`src/rtl/load_store_unit.sv`:
```
// load_store_unit
//   Multi-cycle load/store unit between the single-cycle core datapath and a
//   valid/ready data bus. It issues one bus transaction per load/store and
//   stalls the core until the access completes or times out. Load data is
//   lane-extracted and sign/zero-extended before it returns to the datapath.
//
// Parameters
//   TIMEOUT        cycles allowed in REQ+RESP before the access aborts (2..255)
//
// Ports
//   i_clk, i_rst           clock, synchronous active-high reset
//   i_mem_read/_write      load/store request for the current instruction
//   i_funct3               access size/sign (B, H, W, BU, HU)
//   i_data_addr            byte address from the ALU
//   i_write_data           store data (rs2)
//   o_read_data            extended load result, valid in DONE
//   o_stall                holds PC and register-file write while high
//   o_err                  one-cycle error pulse in DONE
//   o_bus_*, i_bus_*       valid/ready request channel plus rvalid response
//
// Build option
//   LSU_MISALIGN_TRAP_EN   when defined, misaligned H/W accesses skip the bus
//                          and finish with o_err; otherwise the low address
//                          bits below the access size are ignored.
//
// state | meaning
// IDLE  | waiting for a load/store request
// REQ   | o_bus_valid high, waiting for i_bus_ready
// RESP  | request accepted, waiting for i_bus_rvalid
// DONE  | core commits this cycle; always returns to IDLE

module load_store_unit #(
   parameter int TIMEOUT = 16
) (
   input  logic        i_clk,
   input  logic        i_rst,
   input  logic        i_mem_read,
   input  logic        i_mem_write,
   input  logic [2:0]  i_funct3,
   input  logic [31:0] i_data_addr,
   input  logic [31:0] i_write_data,
   output logic [31:0] o_read_data,
   output logic        o_stall,
   output logic        o_err,
   output logic        o_bus_valid,
   input  logic        i_bus_ready,
   output logic        o_bus_we,
   output logic [31:0] o_bus_addr,
   output logic [31:0] o_bus_wdata,
   output logic [3:0]  o_bus_be,
   input  logic        i_bus_rvalid,
   input  logic [31:0] i_bus_rdata
);

   typedef enum logic [1:0] {IDLE, REQ, RESP, DONE} lsu_state_t;

   localparam logic [7:0] TIMEOUT_CNT = 8'(TIMEOUT);

   lsu_state_t  state, state_next;
   logic [7:0]  cnt, cnt_inc;
   logic [2:0]  f3_q;
   logic [1:0]  addr_lo_q;
   logic        req;
   logic        misalign;
   logic        timeout_hit;
   logic [31:0] store_wdata;
   logic [3:0]  store_be;
   logic [7:0]  load_byte;
   logic [15:0] load_half;
   logic [31:0] load_ext;

   assign req     = i_mem_read | i_mem_write;
   assign cnt_inc = cnt + 8'd1;

`ifdef LSU_MISALIGN_TRAP_EN
   always_comb begin
      misalign = 1'b0;
      case (i_funct3[1:0])
         2'b00:   misalign = 1'b0;
         2'b01:   misalign = i_data_addr[0];
         default: misalign = (i_data_addr[1:0] != 2'b00);
      endcase
   end
`else
   assign misalign = 1'b0;
`endif

   // funct3[1:0] picks the size; 11 (and 110/111) fall through to word.
   always_comb begin
      store_wdata = i_write_data;
      store_be    = 4'b1111;
      case (i_funct3[1:0])
         2'b00: begin
            store_wdata = {4{i_write_data[7:0]}};
            store_be    = 4'b0001 << i_data_addr[1:0];
         end
         2'b01: begin
            store_wdata = {2{i_write_data[15:0]}};
            store_be    = i_data_addr[1] ? 4'b1100 : 4'b0011;
         end
         default: ;
      endcase
   end

   always_comb begin
      load_byte = i_bus_rdata[7:0];
      case (addr_lo_q)
         2'b00: load_byte = i_bus_rdata[7:0];
         2'b01: load_byte = i_bus_rdata[15:8];
         2'b10: load_byte = i_bus_rdata[23:16];
         2'b11: load_byte = i_bus_rdata[31:24];
      endcase
      load_half = addr_lo_q[1] ? i_bus_rdata[31:16] : i_bus_rdata[15:0];
      case (f3_q)
         3'b000:  load_ext = {{24{load_byte[7]}}, load_byte};
         3'b100:  load_ext = {24'd0, load_byte};
         3'b001:  load_ext = {{16{load_half[15]}}, load_half};
         3'b101:  load_ext = {16'd0, load_half};
         default: load_ext = i_bus_rdata;
      endcase
   end

   always_comb begin
      state_next  = state;
      o_stall     = 1'b0;
      timeout_hit = 1'b0;
      case (state)
         IDLE: begin
            if (req) begin
               o_stall    = 1'b1;
               state_next = misalign ? DONE : REQ;
            end
         end
         REQ: begin
            o_stall = 1'b1;
            if (cnt_inc == TIMEOUT_CNT) begin
               timeout_hit = 1'b1;
               state_next  = DONE;
            end else if (i_bus_ready) begin
               state_next = RESP;
            end
         end
         RESP: begin
            o_stall = 1'b1;
            // A response landing in the timeout cycle still completes cleanly.
            if (i_bus_rvalid) begin
               state_next = DONE;
            end else if (cnt_inc == TIMEOUT_CNT) begin
               timeout_hit = 1'b1;
               state_next  = DONE;
            end
         end
         DONE: state_next = IDLE;
         default: state_next = IDLE;
      endcase
   end

   always_ff @(posedge i_clk) begin
      if (i_rst) begin
         state       <= IDLE;
         cnt         <= 8'd0;
         f3_q        <= 3'd0;
         addr_lo_q   <= 2'd0;
         o_read_data <= 32'd0;
         o_err       <= 1'b0;
         o_bus_valid <= 1'b0;
         o_bus_we    <= 1'b0;
         o_bus_addr  <= 32'd0;
         o_bus_wdata <= 32'd0;
         o_bus_be    <= 4'd0;
      end else begin
         state <= state_next;
         o_err <= 1'b0;
         case (state)
            IDLE: begin
               if (req) begin
                  if (misalign) begin
                     o_err       <= 1'b1;
                     o_read_data <= 32'd0;
                  end else begin
                     cnt         <= 8'd0;
                     f3_q        <= i_funct3;
                     addr_lo_q   <= i_data_addr[1:0];
                     o_bus_valid <= 1'b1;
                     o_bus_we    <= i_mem_write;
                     o_bus_addr  <= {i_data_addr[31:2], 2'b00};
                     o_bus_wdata <= store_wdata;
                     o_bus_be    <= store_be;
                  end
               end
            end
            REQ: begin
               cnt <= cnt_inc;
               if (timeout_hit) begin
                  o_bus_valid <= 1'b0;
                  o_err       <= 1'b1;
                  o_read_data <= 32'd0;
               end else if (i_bus_ready) begin
                  o_bus_valid <= 1'b0;
               end
            end
            RESP: begin
               cnt <= cnt_inc;
               if (i_bus_rvalid) begin
                  o_read_data <= load_ext;
               end else if (timeout_hit) begin
                  o_err       <= 1'b1;
                  o_read_data <= 32'd0;
               end
            end
            default: ;
         endcase
      end
   end

endmodule

```
`config.mk`:
```
export PLATFORM = sky130hd
export DESIGN_NAME = load_store_unit
export DESIGN_NICKNAME = d
export VERILOG_FILES = /design/src/rtl/load_store_unit.sv
export SDC_FILE = /design/constraint.sdc
export NUM_CORES = 1
export LEC_CHECK = 0
export ABC_AREA = 1
export CORE_MARGIN = 2
export CORE_UTILIZATION = 45
export CTS_CLUSTER_DIAMETER = 30
export DETAILED_ROUTE_END_ITERATION = 12
export HOLD_SLACK_MARGIN = 0.05
export PLACE_DENSITY = 0.79
export SLEW_MARGIN = 20
export SYNTH_ARGS = -nofsm -noshare
export SYNTH_HDL_FRONTEND = slang
export SYNTH_SLANG_ARGS = --single-unit
```
`constraint.sdc`:
```
create_clock -name i_clk -period 2.6 [get_ports i_clk]
set_clock_uncertainty 0.15 [all_clocks]
set_input_delay 0.39 -clock i_clk [delete_from_list [all_inputs] [get_ports i_clk]]
set_output_delay 0.39 -clock i_clk [all_outputs]
set_load 0.01 [all_outputs]
```
# Word-level counts from Yosys, hierarchy flattened
# Cells that the tools add are included.
# word_totals
register_bits	116
input_bits	105
output_inout_bits	104
word_cells	70
# op_classes
n_addsub	1
eq_ne	15
n_shift	1
n_mux	29
bitwise_logic	1
reduce_logical	12
# op_table
operator	count
$pmux 32 s2	2
$pmux 32 s4	1
$mux 32	2
$pmux 8 s4	1
$mux 16	1
$pmux 8 s2	1
$mux 2	5
$ne 3x3->1 const B	3
$add 8x1->8 const B	1
$eq 2x2->1 const B	4
$eq 8x5->1 const B	1
$mux 1	8
$mux 8	1
$pmux 1 s2	4
$pmux 2 s4	1
$pmux 4 s2	1
$eq 2x1->1 const B	3
$eq 3x3->1 const B	2
$logic_not 2->1	3
$reduce_and 3->1	2
$reduce_bool 2->1	3
$mux 4	1
$reduce_and 2->1	2
$shl 1x2->4 const A	1
5 further kinds	5

# Depth between registers and ports, before layout
# logic_depth
word_depth	8
ltp_mapped	11
ltp_nobuf	11

# Worst setup path after synthesis
# OpenSTA, ideal clock, no wires.
# synth_timing
path_type	reg-to-output
start	register state[0]
end	output port o_stall
t_arrival_ps	1492
required_ps	2060
path_slack_ps	568
path_stages_with_launch	9
n_path_buf	2
path_cell_list	dfxtp_1 -> inv_1 -> ha_1 -> inv_1 -> nor2_4 -> inv_2 -> buf_2 -> buf_2 -> a21oi_1
# synth_between
elab_chain_cells	3
word_cells_on_any_way	5
classes_between	eq/ne: 2; mux: 1; reduce/logical: 2
# synth_lines
item	line	text
start: declaration	59	lsu_state_t state, state_next;
start signal: assignment	172	state <= state_next;
$eq 2x2->1 / $eq 2x1->1 (equally long branches)	127	case (state)
$reduce_or 2->1 (no source line)	n/a	
$pmux 1 s2 *	127	
end: declaration	43	output logic o_stall,
# Mark *: on every way between the ends. The rest lies on a longest branch, timed or not.

# Worst setup path after layout
# Same ends and word-level chain as after synthesis.

==> flow_metrics.tcl <==
set metrics [dict create \
    route.detailed.drc 0 \
    final-instance-count-excl-fill 1205 \
    cp_common_cell "inv_1" \
    synth_seq_area_share_pct 41.13 \
    finalHoldViolations 0 \
    hold-path-cell-count 2 \
    timing.critical_path.required_ps 2060 \
    worstHoldEndpoint "o_bus_wdata[3]$_SDFFE_PP0P_" \
    drt_iter0_markers 557 \
    hold_slack_ps 316.8 \
    first_pass_iters 6 \
    viasPerCell 5.285 \
    timing.final.setup_violations 0 \
    synth_enable_flop_cells 0 \
    power.switching_mw 3.629 \
    post-route-min-period_ps 2507 \
    num_vias 6368 \
    clk_path_buf_depth 2 \
    cts_sinks 116 \
    hold_start "o_bus_wdata[3]$_SDFFE_PP0P_" \
    synth.distinct_cells 35 \
    r2r_cells 9 \
    final_cell_mix "244 x nand2_1, 206 x clkdlybuf4s50_1, 114 x dfxtp_1" \
    r2r-end "o_bus_wdata[18]$_SDFFE_PP0P_" \
    static-leakage-power_nw 3.499 \
    n_antenna_cell 0 \
    final_nets 1136 \
    cts_setup_buffers 0 \
    syn-mean-instance-area_um2 6.729 \
    grt_start_max_net_pins 82 \
    clock_tree_from_tritoncts "yes" \
    power_frac_clock_pct 26.2 \
    grt_pass1_wl_mm 29.15 \
    fin_ws_ps 93.16 \
    initial_antenna_violation_count 0 \
    cts_hold_repair.buffers 0 \
    power.density_nw_per_um2 1141 \
    fin_crit_sh_pct 96.42 \
    fp-row-count 40 \
    setup-tns-final_ps 0 \
    vdd.ir_drop.worst_uv 656.9 \
    preCtsSetupSlack_ps 282.2 \
    cp-end-kind "output port" \
    final_max_slew_viol_count 0 \
    port-buffer-count 206 \
    unrepaired_setup_endpoints_after_global_routing "false" \
    syn-instance-count 839 \
    design.portCount 209 \
    worstPathMaxFanout 5 \
    max_slew.worst_pin.slew_ps 588.7 \
    hpwl_mm 12.37 \
    p_int_mw 5.994 \
    postSynth.asyncResetShare_pct 0 \
    die-height_um 116.0 \
    layout-drive-gt1-share_pct 6.461 \
    gp_congestion 0.8593 \
    design.core.area_um2 12110 \
    netlist_area_um2 5645 \
    final_common_cell "nand2_1" \
    critPathSlowestCell "clkdlybuf4s50_1" \
    die_area_um2 13460 \
    min_path_type "flop to flop" \
    cts.clk_slew.worst_paths_ps 50 \
    critical_path_arrival_ps 1970 \
    sequentialPowerShare_pct 28.5 \
    share_comb_of_total_power_pct 45.3 \
    final_routed_wire_length_divided_by_cell_count_um 15.29 \
    critical_path_buf_inv_count 4 \
    run_status "completed" \
    synthToLayoutAreaGrowth_pct 49.42 \
    groute.usage.overall_pct 27.70 \
    relSlewSlack_pct 60.61 \
    initial_core_util_pct 46.61 \
    tritoncts.num_buffers 17 \
    cts-htree-levels 4 \
    cell_count_after_placement 1173 \
    achievable-frequency_mhz 398.9 \
    yosysWarnings 0 \
    finalWirelength_mm 18.43 \
    globalRoute.totalOverflow 0 \
    r2r_slack_ps 460 \
    power_switching_share_pct 37.71 \
    max_stage_delay_ps 540 \
    worstReg2RegStart "state[0]$_SDFFE_PP0P_" \
    fp.dieW_um 116.0 \
    vias_in_the_first_global_route 5874 \
    cap_viol_max_count 0 \
    type_of_the_setup_path_with_the_least_slack "flop to output port" \
    synth.ff_latch_count 116 \
    critPathTopFamily "buffers and inverters" \
    clkLatencyLatePin_ps 410 \
    worst_setup_path_start_kind "flop" \
    clock_tree.root_cell "clkbuf_16" \
    dominantRegCellSynth "dfxtp_1" \
    cp_cell_instances "inv_1 -> ha_4 -> inv_1 -> nor2_4 -> inv_2 -> a21oi_1 -> clkdlybuf4s50_1" \
    final_antenna_net_count 0 \
]
==> flip-flops by register name, indices dropped and copies added (netlist names) <==
signal       flops
o_bus_be         4
o_bus_we         1
state            2
o_bus_addr      30
o_err            1
f3_q             3
o_bus_valid      1
addr_lo_q        2
o_bus_wdata     32
cnt              8
o_read_data     32
==> how the worst max path moves through the flow <==
stage                                startpoint      end  cells after the start
after CTS                 state[1]$_SDFFE_PP0P_  o_stall                      7
after detailed placement            i_mem_write  o_stall                      6
after global placement              i_mem_write  o_stall                      6
after global routing      state[0]$_SDFFE_PP0P_  o_stall                      7
final                     state[0]$_SDFFE_PP0P_  o_stall                      7
after floorplan           state[0]$_SDFFE_PP0P_  o_stall                      8
==> final cells by class <==
class | count | area (µm²)
Inverter | 40 | 150.1
Multi-Input combinational cell | 628 | 2913
Clock buffer | 24 | 491.7
Timing Repair Buffer | 221 | 2200
Fill cell | 1043 | 3676
Clock inverter | 8 | 146.4
Sequential cell | 116 | 2325
Tap cell | 168 | 210.2
==> what timing repair did <==
action | 4_1_cts | 5_1_grt
pin swaps | 0 | 0
hold endpoints to repair | 0 | 0
endpoints found under the setup margin | 1 | 1
resized for setup | 3 | 2
==> Yosys cell counts (3+ instances only) <==
cell type	instances	area share (%)
buf_4	4	0.53
nand2_2	4	0.44
clkbuf_1	30	2.0
buf_2	17	1.5
o21ai_0	105	9.3
nand3_1	52	4.6
a21oi_1	76	6.7
nor2_1	88	5.9
a31oi_1	20	2.2
ha_1	7	1.6
nand4_1	4	0.44
nor2_4	4	0.80
dfxtp_1	116	41
nand2_1	244	16
buf_6	4	0.80
inv_1	35	2.3
o22ai_1	3	0.33
nor2_2	4	0.44
inv_2	3	0.20
==> metal layers <==
| metal | global-route usage [%] | vias up | part of all wire [%] |
|---|---|---|---|
| met5 | 0 | - | 0 |
| met4 | 12.22 | 0 | 2.6 |
| met3 | 9.310 | 45 | 9.2 |
| met2 | 43.70 | 272 | 46 |
| met1 | 34.55 | 2906 | 42 |
| li1 | - | 3145 | - |
==> metrics by stage <==
step                      util [%]  cell area, µm²  total power [mW]
final                        69.65            8436             9.624
after global routing         69.65            8436             10.28
after CTS                    69.57            8426             9.627
after detailed placement     64.26            7782             7.035
after global placement       64.26            7782             6.964
after floorplan                  -            5649             5.252
==> worst min-delay path, stage by stage, from the launching register on <==
cell     delay (ps)
dfxtp_1         300
nand2_1          60
a21oi_1          60
==> power by group through the flow <==
stage | logic [mW] | registers, mW | clock network, mW
global route | 4.82 | 2.81 | 2.65
detailed placement | 4.29 | 2.74 | 0
floorplan | 2.34 | 2.92 | 0
finish | 4.36 | 2.74 | 2.52
global placement | 4.22 | 2.74 | 0
CTS | 4.34 | 2.73 | 2.55
==> logic make-up (layout without fill, tap and decap cells) <==
| group | after synthesis | count (layout) | synth area share, % |
|---|---|---|---|
| adders and majority gates | 7 | 7 | 1.551 |
| other | 1 | 2 | 0.06643 |
| buffers and inverters | 96 | 293 | 7.558 |
| DFF | 116 | 116 | 41.13 |
| AOI/OAI and AO/OA | 214 | 214 | 19.92 |
| and+or+nand+nor | 405 | 405 | 29.76 |
Note: power is estimated with default switching activity, not from simulation.
==> edit 1: new RTL, config.mk and constraints unchanged <==
Re-encode `lsu_state_t` (4 states) as Gray code, 2 bits wide.
--- a/src/rtl/load_store_unit.sv
+++ b/src/rtl/load_store_unit.sv
@@ -52,7 +52,7 @@
    input  logic [31:0] i_bus_rdata
 );
 
-   typedef enum logic [1:0] {IDLE, REQ, RESP, DONE} lsu_state_t;
+   typedef enum logic [1:0] {IDLE = 2'b00, REQ = 2'b01, RESP = 2'b11, DONE = 2'b10} lsu_state_t;
 
    localparam logic [7:0] TIMEOUT_CNT = 8'(TIMEOUT);
 
Behaviour: no difference found for any inputs over 4 cycles, from zero or initial values and one cycle with i_rst high; so few cycles prove little.
==> edit 1 against the original RTL <==
  * First-iteration DRC count shrank 12%
  * Design area down 1.1%
  * Worst setup slack improved by 0.045 ns
  * Count of clock-buffer cells in the layout shrank 6
  * Die area decreased by 1.6%
  * Non-clock buffer count increased by 3
  * Synthesized area fell by 1.6%
  * Sequential cell count did not move
  * Critical path type unchanged
  * Global-route usage is 0.54 points lower
  * Wire length is 2.5% lower
  * Critical path depth is 1 lower
  * Final cell count down 5.6%
  * Maximum frequency up 1.8%
  * Critical endpoint unchanged
Power is not compared: it rests on default switching activity, and its combinational part moved more than twofold at a synthesized area within 25%.
==> edit 1: results (changes against the original RTL) <==
synthTopCellsByArea: "dfxtp_1, nand2_1, a21oi_1"
yosysSeqAreaShare_pct: 41.8  # +0.69 points
hpwl_mm: 12.2  # -1.8%
status: "finished, final reports clean"
num-nets-final: 1084  # -4.6%
ctsResizeCount: 0  # -3
placed_area_um2: 7680  # -1.3%
insertion_delay_ns: 0.41  # about the same
numPortBuffers: 206  # unchanged
viasPerCell: 5.35  # +1.2%
drt_pre_antenna_iters: 5  # -1
p_leak_nw: 3.33
netlist_top_cells_count: "nand2_1, dfxtp_1, a21oi_1, o21ai_0, nor2_1"
slew_headroom_pct: 63.3  # +2.7 points
first_iter_violations: 488  # -12%
layout_min_cycle_time_ns: 2.46  # -0.0454 ns
post_cts_buffers: 0  # unchanged
antenna_found_initial: 0  # unchanged
hold_class: "reg -> reg"
cts_root_buffer: "clkbuf_16"
yosysWarnings: 0  # unchanged
critPathMaxFanout: 6  # +1
clk_path_buf_depth: 2  # unchanged
drive_gt1_share_pct: 9.60  # +3.1 points
clkTransAtPathRegs_ns: 0.06
grt_pass1_vias: 5810  # -1.1%
fill_cells: 1020  # -2.2%
reg_top3: "o_bus_wdata: 32 flops, o_read_data: 32 flops, o_bus_addr: 30 flops"
synthCells: 784  # -6.6%
insertedDiodeCount: 0  # unchanged
place_ws_ns: 0.162  # -0.120 ns
grt_max_degree: 76  # -7.3%
arrival_ns: 1.92  # -0.05 ns
place_congestion: 0.915  # +6.4%
grt_pass1_wl_mm: 28.5  # -2.1%
grtUsageTotal_pct: 27.2  # -0.54 points
netlist-cell-type-count: 34  # -2.9%
wl_mm: 18.0  # -2.5%
vias: 6082  # -4.5%
==> edit 1: final timing paths <==
check	from	slack [ns]	end	depth (start not counted)
worst max-delay path	state[1]	0.14	o_stall	6
worst min-delay path	o_bus_valid	0.32	o_bus_valid	2
worst max register to register	cnt[0]	0.42	o_read_data[31]	9
worst min register to register	o_bus_valid	0.32	o_bus_valid	2
==> edit 1: cells by family after synthesis <==
logic type | after synthesis | share of synthesized area (%)
buffers and inverters | 105 | 8.45
and+or+nand+nor | 336 | 27.6
other | 1 | 0.0675
DFF | 116 | 41.8
adders and majority gates | 2 | 0.451
AOI/OAI and AO/OA | 224 | 21.6
==> edit 1: power breakdown <==
group	total, mW	internal (mW)	leakage [nW]	switching (mW)
sequential	2.13	1.98	0.956	0.143
clock	2.63	1.74	0.314	0.891
combinational	1.49	0.716	2.06	0.773
==> edit 1: layout make-up <==
cell class	instances	area, um^2	area share, %
Clock buffer	18	439	5.26
Tap cell	147	184	2.20
Sequential cell	116	2320	27.8
Multi-Input combinational cell	564	2770	33.2
Inverter	54	203	2.43
Timing Repair Buffer	224	2200	26.4
Clock inverter	14	225	2.70
==> edit 1: routing by layer <==
layer,up-vias,wire [um],GRT usage [%]
met2,302,8290,43.1
met3,42,1950,10.1
met4,0,455,10.5
met1,2751,7280,33.6
met5,-,0,0
li1,2987,-,-
==> edit 1: worst register-to-register path: stages, from the launching register on <==
cell     delay (ns)
dfxtp_1        0.43
ha_1           0.24
nand3_1        0.13
nand2_1        0.13
nand3_2        0.10
nor2_4         0.15
nand4_4        0.27
buf_4          0.31
nand3_1        0.10
a21oi_1        0.06
==> edit 2: new RTL, same flow settings <==
Without the edit above. The option `LSU_MISALIGN_TRAP_EN` is turned on by a define.
--- a/src/rtl/load_store_unit.sv
+++ b/src/rtl/load_store_unit.sv
@@ -28,6 +28,8 @@
 // REQ   | o_bus_valid high, waiting for i_bus_ready
 // RESP  | request accepted, waiting for i_bus_rvalid
 // DONE  | core commits this cycle; always returns to IDLE
+
+`define LSU_MISALIGN_TRAP_EN
 
 module load_store_unit #(
    parameter int TIMEOUT = 16
Behaviour: not the same (Yosys sat finds a counterexample within 4 cycles, from zero or initial values and one cycle with i_rst high).
==> edit 2 against the original RTL <==
  * Synthesized area grew 5.9%
  * Wire length rose by 6.4%
  * Design area grew 3.8%
  * First-iteration DRC count is 3.6% higher
  * Worst setup slack improved by 0.18 ns
  * Non-clock buffer count rose by 8
  * Sequential cell count unchanged
  * Global-route usage is 0.41 points lower
  * Combinational power fell by 30%
  * Power is 20% lower
  * Die area increased by 5.7%
  * Critical path depth stayed put
==> edit 2: results (changes against the original RTL) <==
wire_per_inst_um: 15.3  # +0.26%
yosysSeqAreaShare_pct: 38.8  # -2.3 points
netlist_top_cells_count: "nand2_1, nor2_1, dfxtp_1"
hpwl_mm: 13.8  # +12%
first_iter_violations: 577  # +3.6%
cts_root_buffer: "clkbuf_16"
viasPerCell: 5.31  # +0.56%
whs_ns: 0.313  # -0.00360 ns
placed_area_um2: 8170  # +5.0%
crit_path_max_incr_delay_ns: 0.34  # -0.20 ns
holdPathStages: 2  # unchanged
netlist-cell-type-count: 44  # +26%
hold_class: "reg -> reg"
crit_slowest_cell: "dfxtp_1"
ys.flop_type: "dfxtp_1"
grt_max_degree: 72  # -12%
drt_pre_antenna_iters: 5  # -1
slew_headroom_pct: 47.8  # -13 points
hold-path-endpoint: "o_read_data[2]"
grtUsageTotal_pct: 27.3  # -0.41 points
status: "finished, final reports clean"
post_cts_buffers: 0  # unchanged
rrSetupSlack_ns: 0.37  # -0.09 ns
switchingPower_mw: 2.83  # -22%
grt_pass1_vias: 6354  # +8.2%
synthArstFlopShare_pct: 0  # unchanged
reg_top3: "o_bus_wdata: 32 flops, o_read_data: 32 flops, o_bus_addr: 30 flops"
critPathMaxFanout: 4  # -1
power.internal_mw: 4.84  # -19%
r2r-end: "o_read_data[21]"
p_leak_nw: 3.51  # +0.47%
clk_path_buf_depth: 2  # unchanged
p_seq_mw: 2.29  # -16%
num-nets-final: 1201  # +5.7%
grt_pass1_wl_mm: 31.2  # +7.1%
fill_cells: 1118  # +7.2%
reg2regPathDepth: 10  # +1
fin_cells: 1279  # +6.1%
p_comb_mw: 3.05  # -30%
insertedDiodeCount: 0  # unchanged
holdCritStartpoint: "o_read_data[2]"
arrival_ns: 1.78  # -0.19 ns
ir_drop_v: 0.000496  # -24%
clkTransAtPathRegs_ns: 0.05  # about the same
place_congestion: 0.956  # +11%
numPortBuffers: 206  # unchanged
synthTopCellsByArea: "dfxtp_1, nand2_1, a21oi_1"
drive_gt1_share_pct: 7.89  # +1.4 points
synth.avg_cell_area_um2: 6.67  # -0.93%
place_ws_ns: 0.0870  # -0.195 ns
yosysWarnings: 0  # unchanged
## edit 2: what timing repair did
item / CTS / global route
gates resized for setup: 1 / 0
endpoints found under the setup margin: 1 / 0
hold buffers: 0 / 0
## edit 2: final cells by class
class                           count  area [um^2]  share of cell area [%]
Tap cell                          176          220                    2.51
Clock inverter                      9          129                    1.47
Sequential cell                   116         2320                    26.5
Timing Repair Buffer              229         2270                    25.9
Multi-Input combinational cell    674         3160                    36.1
Inverter                           52          199                    2.27
Clock buffer                       23          458                    5.23
## edit 2: worst max-delay path by stage
stage              startpoint               to  slack [ns]  cells past startpoint
2_1_floorplan        state[0]   o_read_data[9]        0.67                     12
4_1_cts              state[0]          o_stall        0.25                      7
5_1_grt              state[1]          o_stall        0.14                      7
3_5_place_dp   i_data_addr[0]  o_read_data[24]        0.09                     11
6_report             state[0]          o_stall        0.28                      7
3_3_place_gp   i_data_addr[0]  o_read_data[22]        0.15                     11
## edit 2: metal layers
layer	wire [um]	part of all wire [%]	vias up	track usage, %
li1	-	-	3340	-
met1	8300	42	3124	32.6
met2	9080	46	294	44.7
met3	1780	9.1	39	9.15
met4	460	2.3	0	11.6
met5	0	0	-	0
## edit 2: critical path, delay by kind of cell, from the launching register on
family	cells	cell delay [ns]
flip-flops	1	0.34
buffers and inverters	3	0.48
adder cells (fa/ha/maj)	1	0.23
AND/OR/NAND/NOR	3	0.32
## edit 2: cell families after synthesis
logic type / Yosys count / synth area share, %
AO/OA/AOI/OAI: 223 / 20.0
AND/OR/NAND/NOR: 443 / 31.5
other: 1 / 0.0627
flip-flops: 116 / 38.8
adder cells (fa/ha/maj): 6 / 1.26
buffers and inverters: 108 / 8.35
